$ cat src/rtl/nes_controller_pkg.sv
// ============================================================================
// nes_controller_pkg : shared NES joypad bit map and width constants (rev 1.0)
// ============================================================================
`default_nettype none

package nes_controller_pkg;

    localparam int CONTROLLER_BITS = 8;
    localparam int BIT_COUNT_W     = 4;

    localparam int BTN_A      = 0;
    localparam int BTN_B      = 1;
    localparam int BTN_SELECT = 2;
    localparam int BTN_START  = 3;
    localparam int BTN_UP     = 4;
    localparam int BTN_DOWN   = 5;
    localparam int BTN_LEFT   = 6;
    localparam int BTN_RIGHT  = 7;

    // Bits-shifted counter stops at one full report.
    function automatic logic [BIT_COUNT_W-1:0] bit_count_next(input logic [BIT_COUNT_W-1:0] cnt);
        return (cnt >= BIT_COUNT_W'(CONTROLLER_BITS)) ? cnt : cnt + BIT_COUNT_W'(1);
    endfunction

endpackage

`default_nettype wire

$ cat src/rtl/nes_controller_responder_if.sv
// ============================================================================
// nes_controller_responder_if : host-facing joypad pins plus debug taps (rev 1.0)
// ============================================================================
`default_nettype none

interface nes_controller_responder_if;
    import nes_controller_pkg::*;

    logic [CONTROLLER_BITS-1:0] i_buttons;
    logic                       i_latch;
    logic                       i_shift_clk;
    logic                       o_data;
    logic [CONTROLLER_BITS-1:0] o_buttons_debounced;
    logic [BIT_COUNT_W-1:0]     o_bit_count;

    modport master (
        output i_buttons, i_latch, i_shift_clk,
        input  o_data, o_buttons_debounced, o_bit_count
    );

    modport slave (
        input  i_buttons, i_latch, i_shift_clk,
        output o_data, o_buttons_debounced, o_bit_count
    );

endinterface

`default_nettype wire

$ cat src/rtl/nes_button_debouncer.sv
// ============================================================================
// nes_button_debouncer : one-button synchroniser + stable-count debouncer (rev 1.0)
// ============================================================================
`default_nettype none

module nes_button_debouncer #(
    parameter int SYNC_STAGES     = 2,
    parameter int DEBOUNCE_CYCLES = 50000
) (
    input  wire logic i_clk,
    input  wire logic i_reset_n,
    input  wire logic i_button,
    output logic      o_stable
);

    logic [SYNC_STAGES-1:0] sync_q;
    logic [SYNC_STAGES-1:0] sync_d;
    logic                   synced;

    always_comb begin
        sync_d = {sync_q[SYNC_STAGES-2:0], i_button};
        synced = sync_q[SYNC_STAGES-1];
    end

    always_ff @(posedge i_clk or negedge i_reset_n) begin
        if (!i_reset_n) begin
            sync_q <= '0;
        end else begin
            sync_q <= sync_d;
        end
    end

    generate
        if (DEBOUNCE_CYCLES == 0) begin : g_bypass
            assign o_stable = synced;
        end else begin : g_debounce
            localparam int            CNT_W = $clog2(DEBOUNCE_CYCLES + 1);
            localparam logic [CNT_W-1:0] LAST = CNT_W'(DEBOUNCE_CYCLES - 1);

            logic [CNT_W-1:0] cnt_q;
            logic [CNT_W-1:0] cnt_d;
            logic             stable_q;
            logic             stable_d;

            // Counter tracks the current run of disagreeing samples; it tops out at LAST.
            always_comb begin
                cnt_d    = cnt_q;
                stable_d = stable_q;
                if (synced == stable_q) begin
                    cnt_d = '0;
                end else if (cnt_q == LAST) begin
                    stable_d = ~stable_q;
                    cnt_d    = '0;
                end else begin
                    cnt_d = cnt_q + CNT_W'(1);
                end
            end

            always_ff @(posedge i_clk or negedge i_reset_n) begin
                if (!i_reset_n) begin
                    cnt_q    <= '0;
                    stable_q <= 1'b0;
                end else begin
                    cnt_q    <= cnt_d;
                    stable_q <= stable_d;
                end
            end

            assign o_stable = stable_q;
        end
    endgenerate

endmodule

`default_nettype wire

$ cat src/rtl/nes_controller_responder.sv
// ============================================================================
// nes_controller_responder : 4021-style joypad responder for the NES host (rev 1.0)
// ============================================================================
`default_nettype none

module nes_controller_responder
    import nes_controller_pkg::*;
#(
    parameter int SYNC_STAGES     = 2,
    parameter int DEBOUNCE_CYCLES = 50000
) (
    input  wire logic                 i_clk,
    input  wire logic                 i_reset_n,
    nes_controller_responder_if.slave bus
);

    logic [SYNC_STAGES-1:0]     latch_sync_q;
    logic [SYNC_STAGES-1:0]     latch_sync_d;
    logic [SYNC_STAGES-1:0]     clk_sync_q;
    logic [SYNC_STAGES-1:0]     clk_sync_d;
    logic                       clk_prev_q;
    logic                       clk_prev_d;
    logic [CONTROLLER_BITS-1:0] shift_reg_q;
    logic [CONTROLLER_BITS-1:0] shift_reg_d;
    logic [BIT_COUNT_W-1:0]     bit_count_q;
    logic [BIT_COUNT_W-1:0]     bit_count_d;
    logic [CONTROLLER_BITS-1:0] debounced;
    logic                       latch_s;
    logic                       clk_s;
    logic                       rise;

    generate
        for (genvar i = 0; i < CONTROLLER_BITS; i++) begin : g_btn
            nes_button_debouncer #(
                .SYNC_STAGES     (SYNC_STAGES),
                .DEBOUNCE_CYCLES (DEBOUNCE_CYCLES)
            ) u_debouncer (
                .i_clk     (i_clk),
                .i_reset_n (i_reset_n),
                .i_button  (bus.i_buttons[i]),
                .o_stable  (debounced[i])
            );
        end
    endgenerate

    // Latch wins over a shift edge in the same cycle; emptied positions refill with 1.
    always_comb begin
        latch_sync_d = {latch_sync_q[SYNC_STAGES-2:0], bus.i_latch};
        clk_sync_d   = {clk_sync_q[SYNC_STAGES-2:0], bus.i_shift_clk};
        latch_s      = latch_sync_q[SYNC_STAGES-1];
        clk_s        = clk_sync_q[SYNC_STAGES-1];
        rise         = clk_s & ~clk_prev_q;
        clk_prev_d   = clk_s;
        shift_reg_d  = shift_reg_q;
        bit_count_d  = bit_count_q;
        if (latch_s) begin
            shift_reg_d = debounced;
            bit_count_d = '0;
        end else if (rise) begin
            shift_reg_d = {1'b1, shift_reg_q[CONTROLLER_BITS-1:1]};
            bit_count_d = bit_count_next(bit_count_q);
        end
    end

    always_ff @(posedge i_clk or negedge i_reset_n) begin
        if (!i_reset_n) begin
            latch_sync_q <= '0;
            clk_sync_q   <= '0;
            clk_prev_q   <= 1'b1;
            shift_reg_q  <= '0;
            bit_count_q  <= '0;
        end else begin
            latch_sync_q <= latch_sync_d;
            clk_sync_q   <= clk_sync_d;
            clk_prev_q   <= clk_prev_d;
            shift_reg_q  <= shift_reg_d;
            bit_count_q  <= bit_count_d;
        end
    end

    assign bus.o_data              = shift_reg_q[BTN_A];
    assign bus.o_buttons_debounced = debounced;
    assign bus.o_bit_count         = bit_count_q;

endmodule

`default_nettype wire

$ cat src/flat_wrapper.sv
// flat-port wrapper written by rule: the top's interface ports become plain ports
module nes_controller_responder_flat import nes_controller_pkg::*;
#(
    parameter int SYNC_STAGES     = 2,
    parameter int DEBOUNCE_CYCLES = 50000
)
  (i_clk, i_reset_n, bus_i_buttons, bus_i_latch, bus_i_shift_clk, bus_o_data, bus_o_buttons_debounced, bus_o_bit_count);
  nes_controller_responder_if bus_i ();
  input  wire logic i_clk;
  input  wire logic i_reset_n;
  input wire logic [$bits(bus_i.i_buttons)-1:0] bus_i_buttons;
  input wire logic [$bits(bus_i.i_latch)-1:0] bus_i_latch;
  input wire logic [$bits(bus_i.i_shift_clk)-1:0] bus_i_shift_clk;
  output wire logic [$bits(bus_i.o_data)-1:0] bus_o_data;
  output wire logic [$bits(bus_i.o_buttons_debounced)-1:0] bus_o_buttons_debounced;
  output wire logic [$bits(bus_i.o_bit_count)-1:0] bus_o_bit_count;
  assign bus_i.i_buttons = bus_i_buttons;
  assign bus_i.i_latch = bus_i_latch;
  assign bus_i.i_shift_clk = bus_i_shift_clk;
  assign bus_o_data = bus_i.o_data;
  assign bus_o_buttons_debounced = bus_i.o_buttons_debounced;
  assign bus_o_bit_count = bus_i.o_bit_count;
  nes_controller_responder #(.SYNC_STAGES(SYNC_STAGES), .DEBOUNCE_CYCLES(DEBOUNCE_CYCLES)) u_core (.i_clk(i_clk), .i_reset_n(i_reset_n), .bus(bus_i));
endmodule
$ cat config.mk
export PLATFORM = sky130hd
export DESIGN_NAME = nes_controller_responder_flat
export DESIGN_NICKNAME = d
export VERILOG_FILES = /design/src/rtl/nes_controller_pkg.sv /design/src/rtl/nes_controller_responder_if.sv /design/src/rtl/nes_button_debouncer.sv /design/src/rtl/nes_controller_responder.sv /design/src/flat_wrapper.sv
export SDC_FILE = /design/constraint.sdc
export NUM_CORES = 1
export LEC_CHECK = 0
export CAP_MARGIN = 0
export CORE_UTILIZATION = 38
export CTS_CLUSTER_DIAMETER = 40
export DETAILED_ROUTE_END_ITERATION = 6
export PLACE_DENSITY = 0.58
export SLEW_MARGIN = 10
export SYNTH_ARGS = -nofsm -noshare
export SYNTH_HDL_FRONTEND = slang
export SYNTH_SLANG_ARGS = --single-unit
$ cat constraint.sdc
create_clock -name i_clk -period 1.86 [get_ports i_clk]
set_input_delay 0.558 -clock i_clk [delete_from_list [all_inputs] [get_ports i_clk]]
set_output_delay 0.558 -clock i_clk [all_outputs]
set_load 0.02 [all_outputs]
# After elaboration in Yosys (flattened, before gate mapping)
# Cells that the tools add are included.
# W data, S select, Z words.
# totals
register_bits	169
inputBits	12
output_inout_bits	13
wordCells	105
# classes
add_sub_neg	9
order_cmp	1
eq_ne	17
n_mux	21
n_bitwise	18
reduce_logical	10
# ops
op	count
$mux W16	16
$add A16 B1 Y16 const B	8
$eq A16 B16 Y1 const B	8
$reduce_and A2 Y1	9
$not A1 Y1	17
$mux W8	2
$mux W4	3
$eq A1 B1 Y1	8
$add A4 B1 Y4 const B	1
$ge A4 B4 Y1 const B	1
$ne A2 B1 Y1 const B	1
$reduce_bool A2 Y1	1
$and A1 B1 Y1	1

# Logic depth before layout (Yosys ltp)
# logic_depth
word_depth	4
ltp_mapped	6
mapped_depth_nobuf	5

# By module
# A second synthesis with hierarchy kept.
# unflattened
hier_cells	733
hier_area_um2	7970.1
# modules_own_cells
mod	n_inst	cells_per_inst	area_per_inst_um2
nes_button_debouncer	8	84	895.9
nes_controller_responder	1	61	803.3

# Least setup slack after synthesis
# Ideal clock, no wire load.
# synth_path
path_kind	reg-to-reg
startpoint	register u_core.g_btn[5].u_debouncer.g_debounce.cnt_q[11]
endpoint	register u_core.g_btn[5].u_debouncer.g_debounce.cnt_q[13]
setup_time_ps	119
arrival_time_ps	1596
required_time_ps	1741
path_slack_ps	145
stages_incl_launch_ff	5
path_buffers	1
period_less_slack_ps	1715
path_cell_list	dfrtp_1 > or4b_4 > o41ai_4 > buf_6 > nor2_1
# synth_between
elab_chain_cells	3
elab_cells_between_ends	4
classes_between	add/sub: 1; eq/ne: 1; mux: 2
# synth_rtl
item	line	text
from (decl)	nes_button_debouncer.sv:40	logic [CNT_W-1:0] cnt_q;
from (signal assigned)	nes_button_debouncer.sv:64	cnt_q <= cnt_d;
$add A16 B1 Y16 / $eq A16 B16 Y1 (equally long branches)	nes_button_debouncer.sv:55, nes_button_debouncer.sv:51	
$mux W16 (*)	nes_button_debouncer.sv:51	end else if (cnt_q == LAST) begin
$mux W16 (*)	nes_button_debouncer.sv:49	if (synced == stable_q) begin
via u_core.g_btn[5].u_debouncer.g_debounce.cnt_d[13]	nes_button_debouncer.sv:41	logic [CNT_W-1:0] cnt_d;
# Mark *: on every way through the listed nets, which the timed path passes. The rest lies on a longest branch.
# A chain may end at the register's enable or synchronous reset.

# Worst setup path after layout
# layout_path
startpoint	register u_core.g_btn[5].u_debouncer.g_debounce.stable_q
endpoint	output bus_o_buttons_debounced[5]
# layout_lines
item	line	text
from (decl)	nes_button_debouncer.sv:42	logic stable_q;
from (signal assigned)	nes_button_debouncer.sv:65	stable_q <= stable_d;
to (decl)	flat_wrapper.sv:15	output wire logic [$bits(bus_i.o_buttons_debounced)-1:0] bus_o_buttons_debounced;
# No word-level cell between the ends.

==> results.sh <==
export IMPL_outcome="complete, no violations"
export IMPL_first_pass_iters=4
export IMPL_final_common_cell="dfrtp_1"
export IMPL_cts_setup_buffers=0
export IMPL_ir_worst_vdd_mv=0.6989
export IMPL_final_cell_mix="168 x dfrtp_1, 151 x nor2_1, 94 x xnor2_1"
export IMPL_tightestPinTransition_ns=0.5132
export IMPL_grt_max_degree=53
export IMPL_drt_antenna_violating_nets=0
export IMPL_synth_cell_types=38
export IMPL_syn_area_per_cell_um2=10.42
export IMPL_ys_ff_latch=169
export IMPL_core_area_mm2=0.02017
export IMPL_vias=5238
export IMPL_ys_warn_count=0
export IMPL_skew_ns=0.008078
export IMPL_clkLatencyLatePin_ns=0.43
export IMPL_antennaDiodeCount=0
export IMPL_clockBufferDepth=2
export IMPL_rsz0062_at_grt="false"
export IMPL_setup_viol=0
export IMPL_die_area_mm2=0.02111
export IMPL_cts_sinks=169
export IMPL_synthTopCellsByArea="dfrtp_1 54%, xnor2_1 11%, nor2_1 7.3%"
export IMPL_grtUsageTotal=0.1482
export IMPL_maxCapViolCount=0
export IMPL_cts_max_level=4
export IMPL_layout_nets=824
export IMPL_hpwlAfterDp_um=9637
export IMPL_slew_violations=0
export IMPL_cp_max_fo=4
export IMPL_path_clk_slew_ns=0.06
export IMPL_layout_drive_gt1_share=0.09448
export IMPL_synthToLayoutAreaGrowth_pct=17.17
export IMPL_dp_cells=1052
export IMPL_grt_overflow=0
export IMPL_startpoint_type="flip-flop"
export IMPL_cp_slowest_cell="dfrtp_1"
export IMPL_ios=25
export IMPL_clockRootBuffer="clkbuf_16"
export IMPL_synthesis_nets=771
export IMPL_synthDominantAreaCellType="dfrtp_1"
export IMPL_crit_path_max_incr_delay_ns=0.45
export IMPL_hold_violations=0
export IMPL_worstPathCellList="dlygate4sd2_1"
export IMPL_worst_slack_ns=0.07497
export IMPL_die_y_um=145.3
export IMPL_hp_class="flip-flop to flip-flop"
export IMPL_period_minus_slack_ns=1.785
export IMPL_drc=0
export IMPL_stdcell_count=1085
export IMPL_cp_end_kind="output pin"
export IMPL_path_buf_inv=1
export IMPL_synth_seq_area_share=0.5422
export IMPL_critPathKind="flip-flop to output pin"
export IMPL_grt_pass1_vias=5106
export IMPL_detail_route_wl_per_cell_um=12.82
export IMPL_portBuffers=24
export IMPL_postLayoutCellArea_mm2=0.009143
export IMPL_antenna_found_initial=0
export IMPL_grt_pass1_wl_um=25210
export IMPL_die_w_um=145.3
export IMPL_synth_top_area_frac=0.5388
export IMPL_cp_top_family="flip-flops"
export IMPL_max_freq_ghz=0.5602
export IMPL_cts_buffers_inserted=17
export IMPL_p_leak_uw=0.003786
export IMPL_preCtsSetupSlack_ns=0.1250
export IMPL_via_per_inst=4.828
export IMPL_finalCritPeriodShare=0.9597
export IMPL_drt_iter0_drc=287
export IMPL_setup_tns_ns=0
export IMPL_synth_area_mm2=0.007802
export IMPL_num_rows=52
export IMPL_critPathRequiredTime_ns=1.30
export IMPL_cellPowerDensity_mw_per_mm2=848.5
export IMPL_cp_arrival_ns=1.23
export IMPL_maxSlewHeadroom=0.6571
export IMPL_place_congestion=0.8260
export IMPL_cts_tree="done"
export IMPL_routed_wirelength_um=13910
export IMPL_syn_inst=749
export IMPL_place_area_mm2=0.008527
export IMPL_initial_utilization=0.3868
-- area by class of cell --
| class | instances | area [µm²] |
|---|---|---|
| clock buffer | 23 | 478.0 |
| clock inverter | 9 | 137.6 |
| fill | 1924 | 11030 |
| inverter | 26 | 97.59 |
| multi-input combinational | 535 | 3353 |
| sequential | 169 | 4230 |
| tap | 270 | 337.8 |
| timing repair buffer | 53 | 508.0 |
-- flip-flops by register name, indices dropped and copies added, names as in the netlist --
register,cells
u_core.latch_sync_q,2
u_core.g_btn.u_debouncer.o_stable,8
u_core.clk_prev_q,1
u_core.g_btn.u_debouncer.sync_q,16
u_core.g_btn.u_debouncer.g_debounce.cnt_q,128
u_core.clk_sync_q,2
u_core.shift_reg_q,8
u_core.bus.o_bit_count,4
-- Yosys cell counts --
master and n:
dfrtp_1 168, nor2_1 151, xnor2_1 94, nand2_1 44
nand3_1 41, nor4_1 37, nand4_1 34, nor3_1 27
inv_1 26, xor2_1 25, ha_1 10, and3_1 9
buf_4 9, mux2_2 8, nor4bb_1 8, o21ai_0 8
clkbuf_1 7, mux2i_1 7, nor4b_1 6, a21oi_1 4
o41ai_4 4, buf_6 3, nand3b_1 2, or2_2 2
or3_1 2, a31o_2 1, a41oi_1 1, and2_1 1
and4_1 1, dfstp_2 1, nand2b_1 1, nand3_2 1
nand4b_1 1, nor2b_1 1, nor3b_1 1, o41ai_1 1
or4b_1 1, or4b_4 1
-- power breakdown --
part	switching, µW	internal (µW)	leakage (µW)	total, µW
clock	1420	2230	0.000287	3650
combinational	178	124	0.00121	302
sequential	63.2	3750	0.00229	3810
total	1660	6100	0.00379	7760
-- per-layer routing --
layer	GRT usage	up-vias	wire (µm)
met5	0	-	0
met4	0.06579	0	173
met3	0.03145	14	284
met2	0.2144	39	6301
met1	0.2128	2517	7154
li1	-	2668	-
-- timing repair --
| item | in CTS | in global routing |
|---|---|---|
| hold buffers | 1 | 0 |
| endpoints found under the hold margin | 8 | 0 |
| gates resized for setup | 13 | 1 |
| endpoints found under the setup margin | 13 | 17 |
-- final timing paths --
kind                            cells past startpoint  slack [ns]                                         endpoint                                              from
worst max-delay path                                1        0.07                       bus_o_buttons_debounced[5]              u_core.g_btn[5].u_debouncer.o_stable
worst min-delay path                                0        0.35                             u_core.clk_sync_q[1]                              u_core.clk_sync_q[0]
worst max register to register                      3        0.13             u_core.g_btn[5].u_debouncer.o_stable  u_core.g_btn[5].u_debouncer.g_debounce.cnt_q[13]
worst min register to register                      0        0.35                             u_core.clk_sync_q[1]                              u_core.clk_sync_q[0]
max in group asynchronous                           3        0.79                                u_core.clk_prev_q                                         i_reset_n
min in group asynchronous                           2        0.53  u_core.g_btn[0].u_debouncer.g_debounce.cnt_q[6]                                         i_reset_n
-- cell families (layout without fill, tap and decap cells) --
kind of cell / Yosys count / count (layout) / share of synthesized area
flip-flops: 169 / 169 / 0.5422
buffers and inverters: 45 / 111 / 0.02886
XOR/XNOR: 119 / 119 / 0.1336
AND/OR/NAND/NOR: 372 / 372 / 0.2336
multiplexers: 15 / 15 / 0.02053
AO/OA/AOI/OAI: 19 / 19 / 0.02518
adder cells (fa/ha/maj): 10 / 10 / 0.01604
-- stage by stage --
| step | hold WS [ns] | power (µW) | util |
|---|---|---|---|
| 2_1_floorplan | 0.2624 | 4007 | - |
| 3_3_place_gp | 0.3333 | 4188 | 0.4228 |
| 3_5_place_dp | 0.3347 | 4192 | 0.4228 |
| 4_1_cts | 0.3496 | 7887 | 0.4530 |
| 5_1_grt | 0.3601 | 8088 | 0.4533 |
| 6_report | 0.3479 | 7758 | 0.4533 |
(Power assumes the default switching activity.)
